`config.mk`:
```
export PLATFORM = sky130hd
export DESIGN_NAME = fft_sequencer
export DESIGN_NICKNAME = d
export VERILOG_FILES = /design/src/rtl/fft_sequencer_pkg.sv /design/src/rtl/fft_watchdog.sv /design/src/rtl/fft_sequencer.sv
export SDC_FILE = /design/constraint.sdc
export NUM_CORES = 1
export LEC_CHECK = 0
export CAP_MARGIN = 5
export CORE_AREA = 4 4 57 59
export CTS_CLUSTER_SIZE = 30
export DETAILED_ROUTE_END_ITERATION = 16
export DIE_AREA = 0 0 61 63
export PLACE_DENSITY = 0.7
export SLEW_MARGIN = 10
export SYNTH_ARGS = -nofsm -noshare
export SYNTH_HDL_FRONTEND = slang
export SYNTH_SLANG_ARGS = --single-unit
```
`constraint.sdc`:
```
create_clock -name clk -period 5.23 [get_ports clk]
set_input_delay 1.046 -clock clk [delete_from_list [all_inputs] [get_ports clk]]
set_output_delay 1.046 -clock clk [all_outputs]
set_load 0.01 [all_outputs]
```
`src/rtl/fft_sequencer_pkg.sv`:
```
// Shared constants and state encoding for the FFT sequencer, bit-reversal and butterfly units.
package fft_sequencer_pkg;

    localparam int unsigned FFT_N_POINTS = 16;
    localparam int unsigned FFT_LOG2N    = $clog2(FFT_N_POINTS);
    localparam int unsigned FFT_TIMEOUT  = 64;
    localparam int unsigned FFT_CNT_W    = 8;
    localparam int unsigned FFT_STAGE_W  = $clog2(FFT_LOG2N);

    typedef enum logic [2:0] {
        StIdle   = 3'd0,
        StBrGo   = 3'd1,
        StBrWait = 3'd2,
        StStGo   = 3'd3,
        StStWait = 3'd4,
        StOut    = 3'd5,
        StErr    = 3'd6
    } fft_state_e;

    // The watchdog only counts while a datapath unit owes us a done.
    function automatic logic is_wait_state(fft_state_e s);
        return (s == StBrWait) || (s == StStWait);
    endfunction

endpackage

```
`src/rtl/fft_watchdog.sv`:
```
// Cycle counter that flags a datapath unit which has not returned done within TIMEOUT cycles.
module fft_watchdog #(
    parameter int unsigned  TIMEOUT = 64,
    localparam int unsigned TIMER_W = $clog2(TIMEOUT)
) (
    input  logic clk,
    input  logic reset,
    input  logic clear,
    input  logic enable,
    output logic expired
);

    logic [TIMER_W-1:0] timer_q;

    always_ff @(posedge clk) begin
        if (!reset) begin
            timer_q <= '0;
        end else if (clear) begin
            timer_q <= '0;
        end else if (enable && !expired) begin
            timer_q <= timer_q + TIMER_W'(1);
        end
    end

    assign expired = (timer_q == TIMER_W'(TIMEOUT - 1));

endmodule

```
`src/rtl/fft_sequencer.sv`:
```
// FFT frame sequencer: accept a frame, run bit-reversal, step LOG2N butterfly stages,
// then hold the result until downstream takes it. A watchdog guards every done wait.
module fft_sequencer
    import fft_sequencer_pkg::*;
#(
    parameter int unsigned  N_POINTS = FFT_N_POINTS,
    parameter int unsigned  LOG2N    = $clog2(N_POINTS),
    parameter int unsigned  TIMEOUT  = FFT_TIMEOUT,
    parameter int unsigned  CNT_W    = FFT_CNT_W,
    localparam int unsigned STAGE_W  = (LOG2N > 1) ? $clog2(LOG2N) : 1
) (
    input  logic               clk,
    input  logic               reset,
    input  logic               in_valid,
    output logic               in_ready,
    output logic               ld_en,
    output logic               br_start,
    input  logic               br_done,
    output logic               stg_start,
    output logic [STAGE_W-1:0] stg_idx,
    input  logic               stg_done,
    output logic               out_valid,
    input  logic               out_ready,
    output logic               busy,
    output logic               err_timeout,
    input  logic               err_clr,
    output logic [CNT_W-1:0]   frame_cnt
);

    fft_state_e         state_q, state_d;
    logic [STAGE_W-1:0] stage_q, stage_d;
    logic [CNT_W-1:0]   frame_cnt_q, frame_cnt_d;

    logic               in_ready_q, br_start_q, stg_start_q, out_valid_q, busy_q, err_q;
    logic [STAGE_W-1:0] stg_idx_q;

    logic               wd_clear, wd_enable, wd_expired;

    fft_watchdog #(
        .TIMEOUT (TIMEOUT)
    ) u_watchdog (
        .clk     (clk),
        .reset   (reset),
        .clear   (wd_clear),
        .enable  (wd_enable),
        .expired (wd_expired)
    );

    assign ld_en = in_valid & in_ready_q;

    always_comb begin
        state_d     = state_q;
        stage_d     = stage_q;
        frame_cnt_d = frame_cnt_q;
        wd_clear    = 1'b0;
        wd_enable   = is_wait_state(state_q);

        unique case (state_q)
            StIdle: begin
                if (ld_en) begin
                    state_d = StBrGo;
                end
            end
            StBrGo: begin
                wd_clear = 1'b1;
                state_d  = StBrWait;
            end
            StBrWait: begin
                // A done arriving on the expiry cycle still counts as on time.
                if (br_done) begin
                    stage_d = '0;
                    state_d = StStGo;
                end else if (wd_expired) begin
                    state_d = StErr;
                end
            end
            StStGo: begin
                wd_clear = 1'b1;
                state_d  = StStWait;
            end
            StStWait: begin
                if (stg_done) begin
                    if (stage_q == STAGE_W'(LOG2N - 1)) begin
                        state_d = StOut;
                    end else begin
                        stage_d = stage_q + STAGE_W'(1);
                        state_d = StStGo;
                    end
                end else if (wd_expired) begin
                    state_d = StErr;
                end
            end
            StOut: begin
                if (out_ready) begin
                    frame_cnt_d = frame_cnt_q + CNT_W'(1);
                    state_d     = StIdle;
                end
            end
            StErr: begin
                if (err_clr) begin
                    state_d = StIdle;
                end
            end
            default: begin
                state_d = StIdle;
            end
        endcase
    end

    // Outputs are decoded from the next state so they line up with state_q a cycle later.
    always_ff @(posedge clk) begin
        if (!reset) begin
            state_q     <= StIdle;
            stage_q     <= '0;
            frame_cnt_q <= '0;
            in_ready_q  <= 1'b0;
            br_start_q  <= 1'b0;
            stg_start_q <= 1'b0;
            stg_idx_q   <= '0;
            out_valid_q <= 1'b0;
            busy_q      <= 1'b0;
            err_q       <= 1'b0;
        end else begin
            state_q     <= state_d;
            stage_q     <= stage_d;
            frame_cnt_q <= frame_cnt_d;
            in_ready_q  <= (state_d == StIdle);
            br_start_q  <= (state_d == StBrGo);
            stg_start_q <= (state_d == StStGo);
            stg_idx_q   <= (state_d == StStGo) ? stage_d : '0;
            out_valid_q <= (state_d == StOut);
            busy_q      <= (state_d != StIdle);
            err_q       <= (state_d == StErr);
        end
    end

    assign in_ready    = in_ready_q;
    assign br_start    = br_start_q;
    assign stg_start   = stg_start_q;
    assign stg_idx     = stg_idx_q;
    assign out_valid   = out_valid_q;
    assign busy        = busy_q;
    assign err_timeout = err_q;
    assign frame_cnt   = frame_cnt_q;

endmodule
```
==> run summary, run 1 <==
Grt total ovfl = 0
DRT iter0 DRCs = 47
# DRC = 0
Clk_skew = 0.001856 ns
HP Class = register to register
Worst r2r path cells = 4
Worst slew pin tran = 0.6319 ns
Achievable Freq = 311.8 MHz
Post-synth top area share = 40.95%
Cell depth of the worst hold path = 2
Post-Syn Area = 0.001320 mm²
First-pass GRT wire length = 4.885 mm
Max Root-Sink Buffers = 2
Routed wire length = 2.666 mm
Vias = 1,016
GRT Total Usage = 16.25%
Worst endpoint data arrival time = 2.16 ns
Crit Path Max Fanout = 2
Setup TNS = 0 ns
Post-CTS Setup Bufs = 0
Cts hold-fix bufs = 0
Core Rows = 19
Cell leakage power = 0.5117 nW
Final Max Tran Viols = 0
Largest net degree at the start of global routing = 19
TritonRoute pass-1 iters = 4
CP required = 4.18 ns
Area of the die = 0.003843 mm²
Yosys warnings = 0
Vias per inst = 5.613
Final net count = 160
Netlist cell types = 48
Routed length per placed instance = 14.73 µm
Gpl congestion = 0.8224
Post-place setup slack = 2.017 ns
Mean Syn Cell Area = 10.31 µm²
Hold Path End = frame_cnt[1]
CTS root buf = clkbuf_4
Number of synthesized flops with an enable pin = 0
Type of origin of the critical path = input port
Critical path class = input port to primary output
Worst skew pair latency = 0.33 ns
CTS Buf Count = 3
Critical path origin = in_valid
H-tree levels = 1
PD cells = 233.5 mW/mm²
Final Hold Fails = 0
CTS tree = done
Worst r2r src = state_q[0]
Max-cap violations = 0
Seq/Total Area, Yosys = 40.95%
Die width = 61 µm
Dominant cells by area after synthesis = dfxtp_1, xnor2_1, nor2_1
Hold path start = frame_cnt[1]
Setup slack after layout = 2.023 ns
Layout area overhead = 19.34%
Synth area leader = dfxtp_1
Antenna violations before repair = 0
CTS-repair resized insts = 0
Clk sinks = 27
R2R Path End = in_ready
Clock transition at the registers of the reported paths = 0.14 ns
Outcome = completed
Ant. Diodes = 0
Core area = 0.002710 mm²
Slew HR = 57.81%
VDD IR max = 0.0001684 V
Crit end category = primary output
Post-Syn Instances = 128
Post-DP Area = 0.001548 mm²
Most common cell after layout, fill and taps aside = dfxtp_1
Post-DRT Antenna Nets = 0
Port bufs = 23
Final setup violating endpoints = 0
Final Cell Area = 0.001575 mm²
Most frequent cells in the layout = dfxtp_1, clkdlybuf4s50_1, nor2_1
Ratio of cells with drive above 1 in the final layout = 14.00%
RSZ-0062 raised after global routing = no
Commonest register cell after synthesis = dfxtp_1
Yosys reg bits = 27
Period utilization = 61.32%
Die Span Y = 63 µm
Vias in the first global route = 1,056
DP HPWL = 1.931 mm
Synth Net Count = 137
Tot Pwr = 367.9 µW
Initial core utilization = 48.71%
Tmin final = 3.207 ns
Ports = 24
Flop2flop setup slack = 3.30 ns
Async SR Flop Fraction = 0%
-- sequential cells by signal, summed over array words and instances (netlist names) --
signal              cells
busy                    1
stg_idx                 2
err_timeout             1
u_watchdog.timer_q      6
br_start                1
out_valid               1
frame_cnt               8
stg_start               1
stage_q                 2
state_q                 3
in_ready                1
-- logic make-up after synthesis --
group | share of synthesized area [%]
AO/OA/AOI/OAI | 13.65
adder cells (fa/ha/maj) | 1.895
buffers and inverters | 4.455
multiplexers | 1.517
XOR/XNOR | 7.299
AND/OR/NAND/NOR | 30.24
flip-flops | 40.95
-- cells in the mapped netlist (2+ instances only) --
cell type and n:
a2111oi_0 2, a211oi_1 2, a21oi_1 2, a31oi_1 2
and4bb_2 2, buf_6 3, clkbuf_1 2, dfxtp_1 27
ha_1 2, inv_1 2, mux2i_1 2, nand2_1 6
nand3_1 3, nand4_1 3, nor2_1 16, nor3_1 4
nor3b_1 3, nor4b_2 3, o21a_1 2, o21ai_0 2
or3_4 2, xnor2_1 8, xor2_1 3
-- critical path: stages --
cell and delay [ns]:
clkdlybuf4s50_1 0.44, and2_1 0.14, clkdlybuf4s50_1 0.53
-- power breakdown --
part | internal [mW] | switching (mW)
registers | 0.212 | 0.00843
logic | 0.0281 | 0.0276
clock network | 0.0288 | 0.0628
-- worst max path at each step --
stage | end | slack (ns) | cells after the start
5_1_grt | ld_en | 1.99 | 3
4_1_cts | ld_en | 2.01 | 3
2_1_floorplan | ld_en | 2.97 | 1
3_5_place_dp | ld_en | 2.02 | 3
6_report | ld_en | 2.02 | 3
3_3_place_gp | ld_en | 2.03 | 3
-- per-stage QoR --
stage	std cells	utilization [%]	hold WS, ns
after floorplan	128	-	0.4879
after global placement	177	57.11	0.4801
after detailed placement	177	57.11	0.5000
after CTS	181	58.13	0.5204
after global routing	181	58.13	0.5570
final	181	58.13	0.5131
-- area by class of cell --
cell class,instances,area (µm²)
Clock buffer,3,22.52
Fill cell,250,1135
Sequential cell,27,540.5
Multi-Input combinational cell,92,720.7
Clock inverter,1,5.005
Inverter,4,17.52
Timing Repair Buffer,23,230.2
Tap cell,31,38.79
-- per-layer routing --
metal | vias up | track usage (%) | share of wire, %
met3 | 5 | 3.719 | 2.9
met2 | 11 | 26.07 | 49
met4 | 0 | 4.878 | 1.4
met1 | 482 | 21.18 | 47
met5 | - | 0 | 0
li1 | 518 | - | -
(Power assumes the default switching activity.)
==> run 2: changes to the inputs <==
==> constraint.sdc (replaced) <==
create_clock -name clk -period 3.1 [get_ports clk]
set_input_delay 0.62 -clock clk [delete_from_list [all_inputs] [get_ports clk]]
set_output_delay 0.62 -clock clk [all_outputs]
set_load 0.01 [all_outputs]
==> run summary, run 2 (synthesized netlist as in run 1, its figures left out) <==
Outcome = completed
Die Span Y = 63 µm (unchanged)
Clk sinks = 27 (unchanged)
Core area = 0.002710 mm² (unchanged)
VDD IR max = 0.0002939 V (+75%)
Tmin final = 2.362 ns
Worst endpoint data arrival time = 1.74 ns (-0.42 ns)
Gpl congestion = 0.8318 (+1.1%)
Cell depth of the worst hold path = 2 (unchanged)
Area of the die = 0.003843 mm² (unchanged)
Worst r2r src = state_q[0]
Antenna violations before repair = 0 (unchanged)
HP Class = register to register
R2R Path End = stg_idx[1]
Die width = 61 µm (unchanged)
Worst slew pin tran = 0.6345 ns (+0.002615 ns)
Largest net degree at the start of global routing = 19 (unchanged)
Final Max Tran Viols = 0 (unchanged)
GRT Total Usage = 16.07% (-0.18 points)
Crit Path Max Fanout = 2 (unchanged)
CP required = 2.48 ns (-1.70 ns)
Worst skew pair latency = 0.34 ns (about the same)
Clock transition at the registers of the reported paths = 0.15 ns (about the same)
H-tree levels = 1 (unchanged)
Switching share of power = 27.25% (+0.39 points)
Clk pwr share = 25.5% (+0.6 points)
Vias in the first global route = 1,018 (-3.6%)
Layout area overhead = 20.09%
Net Switching = 170.7 µW (+73%)
Post-DRT Antenna Nets = 0 (unchanged)
Grt total ovfl = 0 (unchanged)
Ratio of cells with drive above 1 in the final layout = 14.57% (+0.57 points)
Final net count = 161 (+0.63%)
CTS-repair resized insts = 0 (unchanged)
Most common cell after layout, fill and taps aside = dfxtp_1
RSZ-0062 raised after global routing = no
Max Root-Sink Buffers = 2 (unchanged)
Inst Count DP = 178 (+0.56%)
Cell leakage power = 0.5128 nW (+0.20%)
Post-Layout Cell Count = 182 (+0.55%)
Slew HR = 57.64% (-0.17 points)
Initial core utilization = 48.71% (unchanged)
Internal power = 455.9 µW (+69%)
Period utilization = 76.19%
Critical path class = input port to primary output
Sequential Power Share = 59.4% (-0.6 points)
Ant. Diodes = 0 (unchanged)
Vias per inst = 5.571 (-0.75%)
Combinational share of power = 15.1% (about the same)
Vias = 1,014 (-0.20%)
DRT iter0 DRCs = 43 (-8.5%)
Achievable Freq = 423.4 MHz
Routed length per placed instance = 14.26 µm (-3.2%)
Type of origin of the critical path = input port
Hold Path End = frame_cnt[1]
TritonRoute pass-1 iters = 4 (unchanged)
DP HPWL = 1.922 mm (-0.45%)
Clk_skew = 0.006056 ns (+0.004200 ns)
Flop2flop setup slack = 1.20 ns (-2.10 ns)
CTS root buf = clkbuf_4
First-pass GRT wire length = 4.712 mm (-3.5%)
Number of flip-flops in the largest register = 8 (unchanged)
Core Rows = 19 (unchanged)
Worst r2r path cells = 4 (unchanged)
Ports = 24 (unchanged)
Crit end category = primary output
Final Hold Fails = 0 (unchanged)
# DRC = 0 (unchanged)
Routed wire length = 2.596 mm (-2.6%)
Post-CTS Setup Bufs = 0 (unchanged)
Setup TNS = 0 ns (unchanged)
Max-cap violations = 0 (unchanged)
CTS tree = done
Most frequent cells in the layout = dfxtp_1, clkdlybuf4s50_1, nor2_1
Hold path start = frame_cnt[1]
Port bufs = 23 (unchanged)
PD cells = 395.3 mW/mm² (+69%)
Final setup violating endpoints = 0 (unchanged)
Cts hold-fix bufs = 0 (unchanged)
CTS Buf Count = 3 (unchanged)
run 2: layer usage:
metal / GRT usage (%) / wire (µm) / vias to the layer above
li1: - / - / 515
met1: 20.50 / 1175 / 479
met2: 24.60 / 1253 / 15
met3: 3.099 / 94 / 5
met4: 8.943 / 72 / 0
met5: 0 / 0 / -
run 2: worst max-delay path by stage:
stage / startpoint / end / slack [ns] / depth (start not counted)
CTS: in_valid / ld_en / 0.73 / 3
global route: in_valid / ld_en / 0.71 / 3
global placement: in_valid / ld_en / 0.75 / 3
floorplan: u_watchdog.timer_q[0] / stg_idx[1] / 1.38 / 5
finish: in_valid / ld_en / 0.74 / 3
detailed placement: in_valid / ld_en / 0.73 / 3
run 2: cell type report:
type	count	area, µm²
Tap cell	31	38.79
Timing Repair Buffer	24	237.7
Fill cell	240	1125
Sequential cell	27	540.5
Clock inverter	1	7.507
Inverter	4	17.52
Multi-Input combinational cell	92	720.7
Clock buffer	3	22.52
run 2: worst max-delay path, cell delays in order:
cell	delay (ns)
clkdlybuf4s50_1	0.45
and2_1	0.13
clkdlybuf4s50_1	0.54
run 2: per-stage QoR:
step	setup WS [ns]	hold WS [ns]	total power [mW]	area (µm²)	util [%]
after floorplan	1.381	0.4879	0.4415	1320	-
after global placement	0.7489	0.4801	0.4723	1555	57.39
after detailed placement	0.7327	0.4978	0.4751	1555	57.39
after CTS	0.7327	0.5171	0.6365	1585	58.49
after global routing	0.7102	0.5599	0.6581	1585	58.49
final	0.7380	0.5094	0.6266	1585	58.49
run 2: power groups by stage:
stage / Clock (mW) / Combinational [mW] / Sequential (mW)
6_report: 0.160 / 0.0944 / 0.372
5_1_grt: 0.181 / 0.103 / 0.375
4_1_cts: 0.168 / 0.0958 / 0.372
2_1_floorplan: 0 / 0.0661 / 0.375
3_5_place_dp: 0 / 0.0953 / 0.380
3_3_place_gp: 0 / 0.0930 / 0.379
==> run 3: changes to the inputs <==
==> constraint.sdc (replaced) <==
create_clock -name clk -period 2.37 [get_ports clk]
set_input_delay 0.474 -clock clk [delete_from_list [all_inputs] [get_ports clk]]
set_output_delay 0.474 -clock clk [all_outputs]
set_load 0.01 [all_outputs]
==> run summary, run 3 (synthesized netlist as in run 1, its figures left out) <==
Outcome = completed
VDD IR max = 0.0003850 V (+31%)
Ant. Diodes = 0 (unchanged)
Clk sinks = 27 (unchanged)
Sequential Power Share = 59.5% (about the same)
CTS tree = done
Port bufs = 23 (unchanged)
Cell depth of the worst hold path = 2 (unchanged)
# DRC = 0 (unchanged)
CTS root buf = clkbuf_4
Worst skew pair latency = 0.33 ns (about the same)
Critical path class = input port to primary output
Highest routed layer = met4
Antenna violations before repair = 0 (unchanged)
Final setup violating endpoints = 0 (unchanged)
Switching share of power = 27.09% (-0.16 points)
Number of flip-flops in the largest register = 8 (unchanged)
Core area = 0.002710 mm² (unchanged)
Tmin final = 2.073 ns
HP Class = register to register
Routed length per placed instance = 14.34 µm (+0.50%)
Internal power = 596.2 µW (+31%)
Worst slew pin tran = 0.6164 ns (-0.01818 ns)
Period utilization = 87.47%
Post-CTS Setup Bufs = 0 (unchanged)
Slew HR = 58.85% (+1.2 points)
Cell leakage power = 0.5128 nW (unchanged)
Grt total ovfl = 0 (unchanged)
TritonRoute pass-1 iters = 4 (unchanged)
FILL cells = 243 (+1.3%)
Worst endpoint data arrival time = 1.60 ns (-0.14 ns)
CTS-repair resized insts = 0 (unchanged)
Clk pwr share = 25.4% (about the same)
Final net count = 161 (unchanged)
Setup TNS = 0 ns (unchanged)
Crit Path Max Fanout = 2 (unchanged)
Layout area overhead = 20.09% (unchanged)
Routed wl met3 = 99 µm (+5.3%)
DRT iter0 DRCs = 43 (unchanged)
CTS Buf Count = 3 (unchanged)
DP HPWL = 1.922 mm (about the same)
Achievable Freq = 482.4 MHz
Final Max Tran Viols = 0 (unchanged)
Most frequent cells in the layout = dfxtp_1, clkdlybuf4s50_1, nor2_1
Initial core utilization = 48.71% (unchanged)
Type of origin of the critical path = input port
First-pass GRT wire length = 4.533 mm (-3.8%)
Die Span Y = 63 µm (unchanged)
PD cells = 515.8 mW/mm² (+30%)
CP required = 1.90 ns (-0.58 ns)
H-tree levels = 1 (unchanged)
Max Root-Sink Buffers = 2 (unchanged)
Vias per inst = 5.615 (+0.79%)
Crit end category = primary output
Vias in the first global route = 968 (-4.9%)
Core Rows = 19 (unchanged)
Post-layout util = 58.49% (unchanged)
Net Switching = 221.5 µW (+30%)
Post-DRT Antenna Nets = 0 (unchanged)
Cts hold-fix bufs = 0 (unchanged)
Ports = 24 (unchanged)
Gpl congestion = 0.8135 (-2.2%)
Met1 WL = 1.185 mm (+0.85%)
Die width = 61 µm (unchanged)
Max-cap violations = 0 (unchanged)
Clk_skew = 0.005317 ns (-0.0007386 ns)
Routed wire length = 2.609 mm (+0.50%)
Most common cell after layout, fill and taps aside = dfxtp_1
Clock transition at the registers of the reported paths = 0.15 ns (about the same)
Combinational share of power = 15.1% (about the same)
Worst r2r path cells = 5 (+1)
GRT Total Usage = 15.23% (-0.84 points)
Largest net degree at the start of global routing = 18 (-1)
Final Hold Fails = 0 (unchanged)
Vias = 1,022 (+0.79%)
RSZ-0062 raised after global routing = no
Area of the die = 0.003843 mm² (unchanged)
Ratio of cells with drive above 1 in the final layout = 14.57% (unchanged)
Met2 WL = 1.288 mm (+2.8%)
## run 3: critical path, stage by stage
cell and delay (ns):
clkdlybuf4s50_1 0.45, and2_1 0.14, clkdlybuf4s50_1 0.54
## run 3: power groups by stage
stage	registers, mW	logic, mW	clock network, mW
final	0.487	0.124	0.208
after global routing	0.490	0.134	0.240
after CTS	0.487	0.125	0.218
after detailed placement	0.496	0.124	0
after global placement	0.496	0.121	0
after floorplan	0.491	0.0864	0
## run 3: final cells by class
class / instances / area [µm²] / share of cell area [%]
clock buffers: 3 / 22.52 / 1.421
clock inverters: 1 / 7.507 / 0.4736
inverters: 4 / 17.52 / 1.105
multi-input cells: 92 / 720.7 / 45.46
flip-flops and latches: 27 / 540.5 / 34.10
well taps: 31 / 38.79 / 2.447
repair buffers: 24 / 237.7 / 15.00
## run 3: per-stage QoR
stage | hold slack [ns] | instance area [µm²] | setup WS [ns] | power (mW) | std cells
global placement | 0.4806 | 1555 | 0.3094 | 0.6174 | 178
finish | 0.5234 | 1585 | 0.2970 | 0.8177 | 182
floorplan | 0.4879 | 1320 | 0.6511 | 0.5775 | 128
detailed placement | 0.5081 | 1555 | 0.2946 | 0.6208 | 178
CTS | 0.5295 | 1585 | 0.2901 | 0.8295 | 182
global route | 0.5842 | 1585 | 0.2469 | 0.8647 | 182
## run 3: final timing paths
path / startpoint / to / slack, ns
max: in_valid / ld_en / 0.30
min: frame_cnt[1] / frame_cnt[1] / 0.52
max reg2reg: u_watchdog.timer_q[0] / out_valid / 0.46
min reg2reg: frame_cnt[1] / frame_cnt[1] / 0.52
## run 3: routing by layer
metal,global-route usage [%],vias to the layer above
li1,-,519
met1,19.42,483
met2,24.06,15
met3,4.339,5
met4,5.149,0
met5,0,-
==> variant 1 (flow settings as in run 3) <==
The 7 states of `fft_state_e` get a Gray code encoding in 3 bits.
--- a/src/rtl/fft_sequencer_pkg.sv
+++ b/src/rtl/fft_sequencer_pkg.sv
@@ -9,11 +9,11 @@
 
     typedef enum logic [2:0] {
-        StIdle   = 3'd0,
-        StBrGo   = 3'd1,
-        StBrWait = 3'd2,
-        StStGo   = 3'd3,
-        StStWait = 3'd4,
-        StOut    = 3'd5,
-        StErr    = 3'd6
+        StIdle   = 3'b000,
+        StBrGo   = 3'b001,
+        StBrWait = 3'b011,
+        StStGo   = 3'b010,
+        StStWait = 3'b110,
+        StOut    = 3'b111,
+        StErr    = 3'b101
     } fft_state_e;
 
Function: same outputs for any inputs over 10 cycles, from zero or initial values and one cycle with reset low; not proved beyond that.
==> variant 1 against run 3 <==
- non-clock buffer count up 1
- critical path depth unchanged
- synthesized cell count up 4.7%
- wire length down 3.0%
- worst setup slack better by 0.0025 ns
- utilization down 2.4 points
- area after synthesis down 6.8%
- sequential share of layout area up 1.4 points
- global-route usage down 0.82 points
- sequential cell count unchanged
- cell area down 4.0%
Power is not compared: it rests on default switching activity, and its combinational part moved more than twofold at a synthesized area within 25%.
==> variant 1: results (changes against run 3) <==
| Metric | Value |
|---|---|
| Async SR Flop Fraction | `0% (unchanged)` |
| Status | `finished clean` |
| Top-count cell post-synth | `dfxtp_1` |
| Share of layout cells above drive strength 1 | `7.59% (-7.0 points)` |
| Final max-slew violation count | `0 (unchanged)` |
| Pin count of the biggest net entering global routing | `17 (-1)` |
| Post-DP Area | `0.00149 mm^2 (-4.1%)` |
| GR Layer Usage met2 | `22.2% (-1.9 points)` |
| Crit path max fanout | `2 (unchanged)` |
| Max reg flops | `8 (unchanged)` |
| Clk_skew | `0.00452 ns (-0.000793 ns)` |
| First-pass GRT wire length | `4350 um (-4.1%)` |
| Largest cells by area after synthesis | `dfxtp_1 (44%), xor2_1 (5.7%), nor2_1 (4.9%)` |
| Critical Path Start | `in_valid` |
| Gpl congestion | `0.823 (+1.2%)` |
| DR WL met2 | `1200 um (-7.0%)` |
| Antenna cells | `0 (unchanged)` |
| RR Startpoint | `u_watchdog.timer_q[0]$_SDFFE_PP0P_` |
| Fill count | `254 (+4.5%)` |
| PwrDens | `705 mW/mm^2` |
| Class of the worst hold path | `register to register` |
| Post-synthesis sequential area ratio | `43.9% (+3.0 points)` |
| All-layer global routing usage | `14.4% (-0.82 points)` |
| Routed WL | `2530 um (-3.0%)` |
| Routed vias | `1050 (+2.7%)` |
| Initial antenna violation count | `0 (unchanged)` |
| Post-synth cell types | `40 (-17%)` |
| Final Hold Slack | `0.506 ns (-0.0173 ns)` |
| Met3 usage | `3.10% (-1.2 points)` |
| Metal1 wirelength | `1220 um (+3.2%)` |
| Vias in the first global route | `963 (-0.52%)` |
| # Post-CTS Setup Buffers | `0 (unchanged)` |
| Max VDD drop | `0.466 mV` |
| Reg clk slew, reported paths | `0.15 ns (about the same)` |
| Commonest cells in the synthesized netlist | `dfxtp_1 (27), nor2_1 (16), nand2_1 (10), xor2_1 (8)` |
| Drt pass-1 iters | `4 (unchanged)` |
| Metal3 WL | `81 um (-18%)` |
| Crit path arrival time | `1.60 ns (about the same)` |
| Reg2reg setup slack | `0.36 ns (-0.10 ns)` |
| Initial DRC count | `14 (-67%)` |
| Fin nets | `168 (+4.3%)` |
| Synthesized Nets | `143 (+4.4%)` |
| Worst skew pair latency | `0.32 ns` |
| Slew margin rel. | `65.4% (+6.5 points)` |
| Post-detail-place hpwl | `1880 um (-2.3%)` |
| Port Buffers | `23 (unchanged)` |
| LEAKAGE | `0.000519 uW` |
| Met1 usage in global routing | `19.5% (+0.12 points)` |
## variant 1: changes by cell type in the layout (fill, tap and decap cells not counted), moves of 2 or more
cell              run 3  this run
o21ai_0               2         5
xor2_1                3         8
or3_4                 2         0
nand2_1               6        10
and4bb_2              2         0
nor4b_2               3         1
a211oi_1              2         0
a21oi_1               2         6
nand3b_1              0         3
o2111ai_1             0         2
xnor2_1               8         4
nor3_1                4         6
o21a_1                2         0
a2111oi_0             2         0
## variant 1: area by class of cell
class                      count  area share [%]
timing repair buffer          25            16.1
clock inverter                 1           0.493
tap                           31            2.55
multi-input combinational     99            43.1
inverter                       3           0.740
clock buffer                   3            1.48
sequential                    27            35.5
## variant 1: where the power goes
part           internal (uW)  total [uW]  switching (uW)
Combinational            158         313             155
Clock                   64.5         202             137
Sequential               497         558            61.5
## variant 1: worst paths after layout
| kind | end | cells past startpoint |
|---|---|---|
| max | ld_en | 3 |
| min | frame_cnt[1]$_SDFFE_PN0P_ | 2 |
| max reg2reg | err_timeout$_SDFF_PN0_ | 5 |
| min reg2reg | frame_cnt[1]$_SDFFE_PN0P_ | 2 |
## variant 1: cell families after synthesis
| kind of cell | after synthesis | synth area share, % |
|---|---|---|
| AND/OR/NAND/NOR | 59 | 27.7 |
| flip-flops | 27 | 43.9 |
| buffers and inverters | 8 | 2.75 |
| multiplexers | 2 | 1.63 |
| AO/OA/AOI/OAI | 24 | 13.4 |
| XOR/XNOR | 12 | 8.55 |
| adder cells (fa/ha/maj) | 2 | 2.03 |
## variant 1: through the flow
step                      cells  worst slack, ns
after global routing        189            0.132
final                       189            0.299
after detailed placement    185            0.125
after floorplan             134            0.752
after CTS                   189            0.296
after global placement      185            0.187
## variant 1: worst max-delay path, cell delays in order
cell	delay (ns)
clkdlybuf4s50_1	0.47
and2_1	0.12
clkdlybuf4s50_1	0.53
==> variant 2 (config.mk and constraints of run 3) <==
Made on the original files. Change the package constant `FFT_CNT_W` from 8 to 6.
--- a/src/rtl/fft_sequencer_pkg.sv
+++ b/src/rtl/fft_sequencer_pkg.sv
@@ -5,5 +5,5 @@
     localparam int unsigned FFT_LOG2N    = $clog2(FFT_N_POINTS);
     localparam int unsigned FFT_TIMEOUT  = 64;
-    localparam int unsigned FFT_CNT_W    = 8;
+    localparam int unsigned FFT_CNT_W    = 6;
     localparam int unsigned FFT_STAGE_W  = $clog2(FFT_LOG2N);
 
Ports: changed (resized frame_cnt); port bits go from 24 to 22. The function was not compared with the original's and may differ.
==> variant 2 against run 3 <==
- wire length shrank 7.2%
- cell area decreased by 9.4%
- sequential share of layout area is 0.75 points higher
- sequential cell count is 2 lower
- via count fell by 3.2%
- worst setup slack gained 0.0082 ns
- area after synthesis down 11%
- critical endpoint unchanged
- largest cell class unchanged
Power is not compared: it rests on default switching activity, and its combinational part moved more than twofold at a synthesized area within 25%.
==> variant 2: results (changes against run 3) <==
| Metric | Value |
|---|---|
| Met3 usage | `2.07% (-2.3 points)` |
| Initial DRC count | `29 (-33%)` |
| Cells after Synth | `126 (-1.6%)` |
| Gpl congestion | `0.831 (+2.2%)` |
| Fill count | `252 (+3.7%)` |
| Post-synthesis sequential area ratio | `42.4% (+1.5 points)` |
| Met1 usage in global routing | `19.0% (-0.38 points)` |
| Place WS | `0.127 ns (-0.167 ns)` |
| Vias in the first global route | `975 (+0.72%)` |
| RR Startpoint | `state_q[0]$_SDFF_PN0_` |
| Metal1 wirelength | `1130 um (-4.7%)` |
| Largest cells by area after synthesis | `dfxtp_1 (42%), xnor2_1 (5.2%), nor3b_1 (3.8%)` |
| Synth Area in Compound Gates | `16.4% (+2.8 points)` |
| Final Power | `1040 uW` |
| First-pass GRT wire length | `4290 um (-5.3%)` |
| Vias per cell | `5.59 (-0.50%)` |
| Status | `finished clean` |
| Post-detail-place hpwl | `1780 um (-7.2%)` |
| All-layer global routing usage | `14.2% (-1.0 points)` |
| Mux cell area share after synthesis | `0.848% (-0.67 points)` |
| GR Layer Usage met2 | `22.3% (-1.7 points)` |
| Post-synth cell types | `40 (-17%)` |
| Metal3 WL | `123 um (+24%)` |
| Setup ws final | `0.305 ns (+0.00817 ns)` |
| Clk_skew | `0.00953 ns (+0.00421 ns)` |
| Fin nets | `156 (-3.1%)` |
| Pin count of the biggest net entering global routing | `20 (+2)` |
| Slew margin rel. | `57.5% (-1.4 points)` |
| Placed cells | `173 (-2.8%)` |
| Commonest cells in the synthesized netlist | `dfxtp_1 (25), and2_1 (7), o21ai_0 (7), xnor2_1 (7)` |
| Port Buffers | `21 (-8.7%)` |
| Yosys top cell area share | `42.4% (+1.5 points)` |
## variant 2: cell count changes after synthesis, sizes merged, moves of 3 or more
| cell | delta |
|---|---|
| nor2 | -11 |
| a21boi | +3 |
| nand3 | +3 |
| and2 | +6 |
| nor3b | +3 |
| a21oi | +4 |
| nand3b | +3 |
| o21ai | +4 |
## variant 2: cell type report
class | instances | area share, %
clock inverter | 1 | 0.523
inverter | 4 | 1.05
tap | 31 | 2.70
sequential | 25 | 34.8
multi-input combinational | 92 | 44.7
timing repair buffer | 21 | 14.6
clock buffer | 3 | 1.57
## variant 2: critical path, cell delays in order
cell	delay, ns
clkdlybuf4s50_1	0.47
and2_1	0.12
clkdlybuf4s50_1	0.53
## variant 2: metrics by stage
stage	hold slack, ns	utilization, %	instance area (um^2)
3_5_place_dp	0.507	51.9	1410
2_1_floorplan	0.480	-	1180
5_1_grt	0.562	53.0	1440
4_1_cts	0.526	53.0	1440
3_3_place_gp	0.488	51.9	1410
6_report	0.519	53.0	1440
